## config.mk

```make
export PLATFORM = sky130hd
export DESIGN_NAME = xpu_vpu_pc_clk_gate_ctrl
export DESIGN_NICKNAME = d
export VERILOG_FILES = /design/src/rtl/xpu_vpu_pc_clk_gate_ctrl.sv
export SDC_FILE = /design/constraint.sdc
export NUM_CORES = 1
export LEC_CHECK = 0
export ABC_CLOCK_PERIOD_IN_PS = 2100
export CAP_MARGIN = 40
export CORE_AREA = 2 2 53 55
export DETAILED_ROUTE_END_ITERATION = 16
export DIE_AREA = 0 0 55 57
export PLACE_DENSITY = 0.8
export SLEW_MARGIN = 25
export SYNTH_ARGS = -nofsm -noshare
export SYNTH_HDL_FRONTEND = slang
export SYNTH_SLANG_ARGS = --single-unit
```

## constraint.sdc

```tcl
create_clock -name clk_in -period 2.1 [get_ports clk_in]
set_input_delay 0.42 -clock clk_in [delete_from_list [all_inputs] [get_ports clk_in]]
set_output_delay 0.42 -clock clk_in [all_outputs]
set_load 0.02 [all_outputs]
```

## src/rtl/xpu_vpu_pc_clk_gate_ctrl.sv

```systemverilog
// Clock-gate controller for the VPU power domain: wakes the gated clock on request,
// grants requesters once stable, and gates it again after a programmable idle hysteresis.
module xpu_vpu_pc_clk_gate_ctrl #(
  parameter int N_REQ    = 4,
  parameter int WAKE_CYC = 2,
  parameter int IDLE_W   = 8
) (
  input  logic              clk_in,
  input  logic              rst,
  input  logic [N_REQ-1:0]  req,
  input  logic [N_REQ-1:0]  busy,
  input  logic [IDLE_W-1:0] cfg_idle_thr,
  input  logic              cfg_force_on,
  output logic              local_en,
  output logic [N_REQ-1:0]  ack,
  output logic [1:0]        gate_state
);

  typedef enum logic [1:0] {
    ST_OFF  = 2'b00,
    ST_WAKE = 2'b01,
    ST_ON   = 2'b10,
    ST_IDLE = 2'b11
  } state_e;

  state_e              state_r;
  state_e              state_nxt_s;
  logic [2:0]          wake_cnt_r;
  logic [2:0]          wake_cnt_nxt_s;
  logic [IDLE_W-1:0]   idle_cnt_r;
  logic [IDLE_W-1:0]   idle_cnt_nxt_s;
  logic                active_s;

  assign active_s   = (|req) | (|busy) | cfg_force_on;
  assign gate_state = state_r;

  // Next-state and counter update; activity is checked before idle expiry so wake wins a race.
  always_comb begin
    state_nxt_s    = state_r;
    wake_cnt_nxt_s = wake_cnt_r;
    idle_cnt_nxt_s = idle_cnt_r;
    case (state_r)
      ST_OFF: begin
        if ((|req) || cfg_force_on) begin
          state_nxt_s    = ST_WAKE;
          wake_cnt_nxt_s = 3'(WAKE_CYC - 1);
        end else begin
          state_nxt_s    = ST_OFF;
        end
      end
      ST_WAKE: begin
        if (wake_cnt_r == 3'd0) begin
          state_nxt_s    = ST_ON;
        end else begin
          wake_cnt_nxt_s = wake_cnt_r - 3'd1;
        end
      end
      ST_ON: begin
        if (!active_s) begin
          state_nxt_s    = ST_IDLE;
          idle_cnt_nxt_s = cfg_idle_thr;
        end else begin
          state_nxt_s    = ST_ON;
        end
      end
      ST_IDLE: begin
        if (active_s) begin
          state_nxt_s    = ST_ON;
          idle_cnt_nxt_s = '0;
        end else if (idle_cnt_r == '0) begin
          state_nxt_s    = ST_OFF;
        end else begin
          idle_cnt_nxt_s = idle_cnt_r - IDLE_W'(1);
        end
      end
      default: begin
        state_nxt_s    = ST_OFF;
        wake_cnt_nxt_s = 3'd0;
        idle_cnt_nxt_s = '0;
      end
    endcase
  end

  // State, counters and flop-driven outputs; local_en follows the next state so it is glitch-free.
  always_ff @(posedge clk_in or posedge rst) begin
    if (rst) begin
      state_r    <= ST_OFF;
      wake_cnt_r <= 3'd0;
      idle_cnt_r <= '0;
      local_en   <= 1'b0;
      ack        <= {N_REQ{1'b0}};
    end else begin
      state_r    <= state_nxt_s;
      wake_cnt_r <= wake_cnt_nxt_s;
      idle_cnt_r <= idle_cnt_nxt_s;
      local_en   <= (state_nxt_s != ST_OFF);
      ack        <= ((state_r == ST_ON) && (state_nxt_s == ST_ON)) ? req : {N_REQ{1'b0}};
    end
  end

endmodule

```

==> flow_summary_export.csv, run 1 <==
group,metric,value,unit
run_status,status,"finished, final reports clean",
floorplan,core,0.002615,mm2
synth,ys_ff_latch,18,
layout,final_cells,181,
routing,wl_per_cell,15.10,um
clocking,cts_hold_buf,0,
layout,final_cell_mix,"clkdlybuf4s50_1 (19), dfrtp_1 (18), buf_4 (16)",
clocking,cts_tree,"built",
timing,fmax,481.2,MHz
synth,ys.flop_type,"dfrtp_1",
floorplan,die_h,57,um
global_routing,grt_max_degree,19,
pwr,fin_total_pwr,1.710,mW
placed_design,dp_cells,177,
placed_design,dp_hpwl,2.146,mm
routing,ant_nets,0,
routing,viasPerCell,5.823,
global_routing,grt_first_pass_wirelength,4.505,mm
worst_hold_path,min_path_type,"input port to flip-flop",
layout,diodes,0,
floorplan,die_area,0.003135,mm2
synth,synth_nets,130,
global_routing,grt_overflow,0,
routing,wirelength,2.734,mm
timing,min_period,2078,ps
placed_design,placed_cell_area,0.001450,mm2
clocking,h-tree-depth,1,
synth,ys_warn_count,0,
synth,synthCells,108,
timing,worst_slew_pin_slew,685.6,ps
worst_setup_path,path_max_fanout,3,
clocking,clk_latency,290,ps
floorplan,ios,26,
timing,grt_setup_unrepaired,"no",
synth,async_reset_ff_share,100.0,%
placed_design,place.gp.congestion,0.9036,
clocking,clock-sinks,18,
routing,post-route-drc-count,0,
routing,drt_iter0_markers,29,
global_routing,grt_pass1_vias,1097,
clocking,max-clock-path-buffers,2,
timing,fin_setup_tns,0,ps
worst_setup_path,cp-start-kind,"input port",
worst_setup_path,end_kind,"flip-flop",
layout,seqCellArea,450.4,um2
clocking,cts_buffers,3,
pwr,p_per_area,1146,mW/mm2
placed_design,io_buffers,25,
layout,fillers,240,
floorplan,die_w,55,um
synth,synth.distinct_cells,38,
routing,vias,1054,
global_routing,antenna_found_initial,0,
clocking,clk_pin_slew,100,ps
timing,clock_skew,3.878,ps
pwr,p_leak,0.6344,nW
floorplan,initial_core_util,40.29,%
timing,hold_viol,0,
synth,synth_area,0.001054,mm2
timing,slew_viol_final,0,
synth,ys_seq_area_share,42.76,%
floorplan,rows,19,
clocking,cts_root_buffer,"clkbuf_4",
layout,final_common_cell,"clkdlybuf4s50_1",
pwr,max-vdd-ir-drop,0.6623,mV
layout,syn_to_final_growth,41.57,%
worst_setup_path,criticalPathCategory,"input port to flip-flop",
layout,finalInstanceArea,0.001491,mm2
timing,maxSlewHeadroom,54.24,%
run,maxCapViolCount,0,
global_routing,grtUsageTotal,19.29,%
layout,post-route-util,57.03,%
layout,multiInputGateArea,576.8,um2
synth,avgSynthCellArea,9.755,um2
layout,fin_nets,173,
timing,setup_viol,0,
routing,drt-pass1-iter-count,4,
synth,synth_edf_count,0,
worst_setup_path,cp.arrival,2260,ps
layout,drive_gt1_share,22.67,%
worst_setup_path,worstPathRequired,2280,ps
timing,final.period_utilization,98.96,%
## area by class of cell
class,count,share of cell area (%)
tap,31,2.601
sequential,18,30.20
multi-input combinational,80,38.67
inverter,7,1.762
timing repair buffer,41,24.33
clock buffer,4,2.433
## power by group
group	total, mW	switching [mW]	internal [mW]
clock	0.213	0.108	0.106
sequential	0.551	0.0857	0.465
combinational	0.946	0.484	0.461
total	1.71	0.678	1.03
## flip-flops by register name (all words and copies together), names as in the netlist
name and cells:
gate_state 2, idle_cnt_r 8, wake_cnt_r 3, ack 4
local_en 1
## worst paths after layout
check / startpoint / endpoint / slack, ps / depth (start not counted)
max: busy[3] / idle_cnt_r[0]$_DFFE_PP0P_ / 20 / 5
min: req[3] / ack[3]$_DFF_PP0_ / 510 / 2
max reg2reg: idle_cnt_r[0]$_DFFE_PP0P_ / local_en$_DFF_PP0_ / 110 / 6
min reg2reg: idle_cnt_r[7]$_DFFE_PP0P_ / idle_cnt_r[7]$_DFFE_PP0P_ / 510 / 1
max in group asynchronous: rst / idle_cnt_r[1]$_DFFE_PP0P_ / 1140 / 2
min in group asynchronous: rst / ack[0]$_DFF_PP0_ / 520 / 2
## through the flow
step | worst slack [ps] | hold slack, ps
detailed placement | -527.4 | 479.9
finish | 21.77 | 505.1
global route | 5.826 | 526.1
floorplan | -109.7 | 358.6
global placement | -487.6 | 477.1
CTS | 27.68 | 505.2
## worst max-delay path: stages
cell and delay, ps:
clkdlybuf4s50_1 410, or2_2 320, or4_4 530, a22o_4 290, mux2_4 290
## cell usage after synthesis (3+ instances only)
library cell  instances  share of area, %
o21ai_0               4               1.9
nor2_1                6               2.1
nor2b_1               5               3.0
nor4_1                3               1.8
a21oi_1               4               1.9
nand2_1               5               1.8
and2_1                4               2.4
a32oi_1               3               2.5
ha_1                  3               3.6
o22ai_1               4               2.4
inv_1                 7               2.5
nor3_1                6               2.9
dfrtp_1              18                43
o2bb2ai_1             5               4.2
## layer usage
layer	GRT usage, %	vias to the layer above	part of all wire [%]
li1	-	500	-
met1	23.31	497	41
met2	33.67	48	51
met3	2.356	9	5.6
met4	7.666	0	2.2
met5	0	-	0
## cells by family (layout without fill, tap and decap cells)
kind of cell	after synthesis	after routing	share of synthesized area [%]
compound gates	31	31	22.21
fa+ha+maj	3	3	3.563
buf+inv	10	52	3.682
flops	18	18	42.76
mux	2	2	2.375
simple gates	44	44	25.42
## timing repair
| item | in CTS | in global routing |
|---|---|---|
| pin swaps | 4 | 0 |
| resized for setup | 9 | 1 |
| setup buffers | 0 | 0 |
| endpoints found under the setup margin | 8 | 1 |
Power figures use the tool's default switching activity.
==> run 2: changes to the inputs <==
--- a/config.mk
+++ b/config.mk
@@ -5,12 +5,12 @@
 export SDC_FILE = /design/constraint.sdc
 export NUM_CORES = 1
 export LEC_CHECK = 0
-export ABC_CLOCK_PERIOD_IN_PS = 2100
+export ABC_CLOCK_PERIOD_IN_PS = 2300
 export CAP_MARGIN = 40
-export CORE_AREA = 2 2 53 55
+export CORE_AREA = 2 2 50 52
 export DETAILED_ROUTE_END_ITERATION = 16
-export DIE_AREA = 0 0 55 57
-export PLACE_DENSITY = 0.8
+export DIE_AREA = 0 0 52 54
+export PLACE_DENSITY = 0.85
 export SLEW_MARGIN = 25
 export SYNTH_ARGS = -nofsm -noshare
 export SYNTH_HDL_FRONTEND = slang
==> constraint.sdc (replaced) <==
create_clock -name clk_in -period 2.3 [get_ports clk_in]
set_input_delay 0.46 -clock clk_in [delete_from_list [all_inputs] [get_ports clk_in]]
set_output_delay 0.46 -clock clk_in [all_outputs]
set_load 0.02 [all_outputs]
==> flow_summary_export.csv, run 2 (same netlist as run 1, synthesis figures left out) <==
group,metric,value,unit
run_status,status,"finished, final reports clean",
worst_setup_path,timing.critical_path.mode_cell,"or4_4",
worst_setup_path,rr_startpoint,"idle_cnt_r[1]$_DFFE_PP0P_",
routing,ant_nets,0,
pwr,p_leak,0.6030,nW
layout,seqCellArea,450.4,um2
global_routing,grt_max_degree,19,
clocking,cts_root_buffer,"clkbuf_4",
placed_design,dp_cells,173,
worst_setup_path,crit_chain,"clkdlybuf4s50_1, or4_4, or4_4, buf_4, a2bb2oi_1, mux2i_2",
layout,final_cell_mix,"clkdlybuf4s50_1 (25), dfrtp_1 (18), buf_4 (13)",
routing,post-route-drc-count,0,
pwr,max-vdd-ir-drop,0.5050,mV
worst_setup_path,worst_path_max_delay_cell,"or4_4",
layout,finalInstanceArea,0.001468,mm2
routing,drt_iter0_markers,36,
layout,syn_to_final_growth,39.31,%
worst_hold_path,hold_path.startpoint,"idle_cnt_r[7]$_DFFE_PP0P_",
timing,hold_viol,0,
clocking,clock-sinks,18,
clocking,h-tree-depth,1,
global_routing,grtUsageMet2,39.87,%
clocking,clk_pin_slew,100,ps
placed_design,placed_cell_area,0.001426,mm2
layout,fin_nets,170,
global_routing,top_usage_layer,"met2",
timing,clock_skew,2.778,ps
clocking,clk_latency,290,ps
worst_hold_path,holdPathStages,1,
worst_setup_path,criticalPathCategory,"input port to flip-flop",
global_routing,use_met3,2.778,%
worst_setup_path,reg2reg_depth,6,
worst_hold_path,hold_end,"idle_cnt_r[7]$_DFFE_PP0P_",
pwr,power_frac_comb,56.9,%
global_routing,grt_first_pass_wirelength,4.340,mm
global_routing,grtUsageTotal,21.17,%
pwr,p_switching,616.1,uW
global_routing,grt_util_met1,23.41,%
placed_design,dp_hpwl,2.009,mm
routing,vias,1043,
layout,drive_gt1_share,20.55,%
routing,viasPerCell,5.926,
layout,diodes,0,
timing,min_period,2280,ps
placed_design,io_buffers,25,
routing,drt-pass1-iter-count,4,
routing,wl_per_cell,15.76,um
layout,top_regs,"idle_cnt_r: 8 flops, ack: 4 flops, wake_cnt_r: 3 flops",
pwr,intPower,902.8,uW
timing,setup_viol,0,
pwr,p_clk_share,10.2,%
pwr,p_per_area,1035,mW/mm2
layout,largest_register_ffs,8,
global_routing,grt_overflow,0,
worst_setup_path,cp-start-kind,"input port",
timing,maxSlewHeadroom,54.11,%
floorplan,rows,18,
placed_design,place.gp.congestion,0.8151,
timing,fin_setup_tns,0,ps
worst_setup_path,worstPathRequired,2510,ps
timing,worst_slew_pin_slew,687.6,ps
worst_setup_path,end_kind,"flip-flop",
routing,wirelength,2.773,mm
pwr,pwr-share-seq,32.9,%
layout,fillers,184,
layout,final_cells,176,
worst_setup_path,path_max_fanout,4,
run,maxCapViolCount,0,
worst_setup_path,timing.rr.end,"local_en$_DFF_PP0_",
worst_setup_path,r2r_slack,310,ps
timing,fmax,438.7,MHz
clocking,max-clock-path-buffers,2,
global_routing,antenna_found_initial,0,
floorplan,initial_core_util,45.42,%
global_routing,grt_pass1_vias,998,
layout,top_register,"idle_cnt_r",
worst_hold_path,min_path_type,"flip-flop to flip-flop",
clocking,cts_tree,"built",
layout,multiInputGateArea,583.1,um2
worst_setup_path,max_stage_delay,560,ps
clocking,cts_buffers,3,
floorplan,die_w,52,um
floorplan,core,0.002320,mm2
floorplan,ios,26,
pwr,netSwitchingFraction,40.56,%
floorplan,die_h,54,um
timing,slew_viol_final,0,
timing,final.period_utilization,99.12,%
worst_setup_path,cp.arrival,2490,ps
floorplan,die_area,0.002808,mm2
layout,final_common_cell,"clkdlybuf4s50_1",
run 2: final cells by class:
class	count	area share [%]
multi-input combinational	80	39.73
sequential	18	30.69
timing repair buffer	38	23.70
tap	30	2.558
inverter	7	1.790
clock buffer	3	1.535
run 2: power groups by stage:
| stage | sequential (mW) | combinational (mW) | clock, mW |
|---|---|---|---|
| 4_1_cts | 0.498 | 0.838 | 0.162 |
| 3_3_place_gp | 0.498 | 0.799 | 0 |
| 2_1_floorplan | 0.547 | 0.492 | 0 |
| 3_5_place_dp | 0.503 | 0.837 | 0 |
| 6_report | 0.500 | 0.864 | 0.155 |
| 5_1_grt | 0.512 | 0.948 | 0.176 |
run 2: worst max-delay path, delay by kind of cell:
| family | cells | cell delay (ps) |
|---|---|---|
| compound gates | 1 | 140 |
| mux | 1 | 190 |
| simple gates | 2 | 1110 |
| buf+inv | 2 | 580 |
run 2: layer usage:
metal / vias up / part of all wire, %
met5: - / 0
met4: 0 / 2.6
met3: 10 / 4.1
met2: 38 / 53
met1: 503 / 40
li1: 492 / -
run 2: how the worst max path moves through the flow:
stage / startpoint / end / cells after the start
global placement: req[0] / idle_cnt_r[0]$_DFFE_PP0P_ / 5
global route: req[2] / idle_cnt_r[1]$_DFFE_PP0P_ / 6
CTS: busy[1] / idle_cnt_r[0]$_DFFE_PP0P_ / 5
detailed placement: req[0] / idle_cnt_r[0]$_DFFE_PP0P_ / 5
floorplan: req[0] / idle_cnt_r[0]$_DFFE_PP0P_ / 4
finish: req[2] / idle_cnt_r[1]$_DFFE_PP0P_ / 6
run 2: metrics by stage:
stage / setup slack [ps] / power, mW / hold WS [ps] / util [%]
2_1_floorplan: 50.34 / 1.038 / 398.6 / -
3_3_place_gp: -338.5 / 1.298 / 477.0 / 61.49
3_5_place_dp: -372.3 / 1.339 / 486.1 / 61.49
4_1_cts: 13.27 / 1.498 / 514.6 / 62.62
5_1_grt: -1.457 / 1.636 / 537.9 / 63.27
6_report: 20.29 / 1.519 / 506.2 / 63.27
run 2: timing repair:
action / 4_1_cts / 5_1_grt
pin swaps: 2 / 2
resized for setup: 1 / 4
setup buffers: 0 / 0
hold buffers: 0 / 0
hold endpoints to repair: 0 / 0
endpoints found under the setup margin: 6 / 4
cloned: 0 / 0
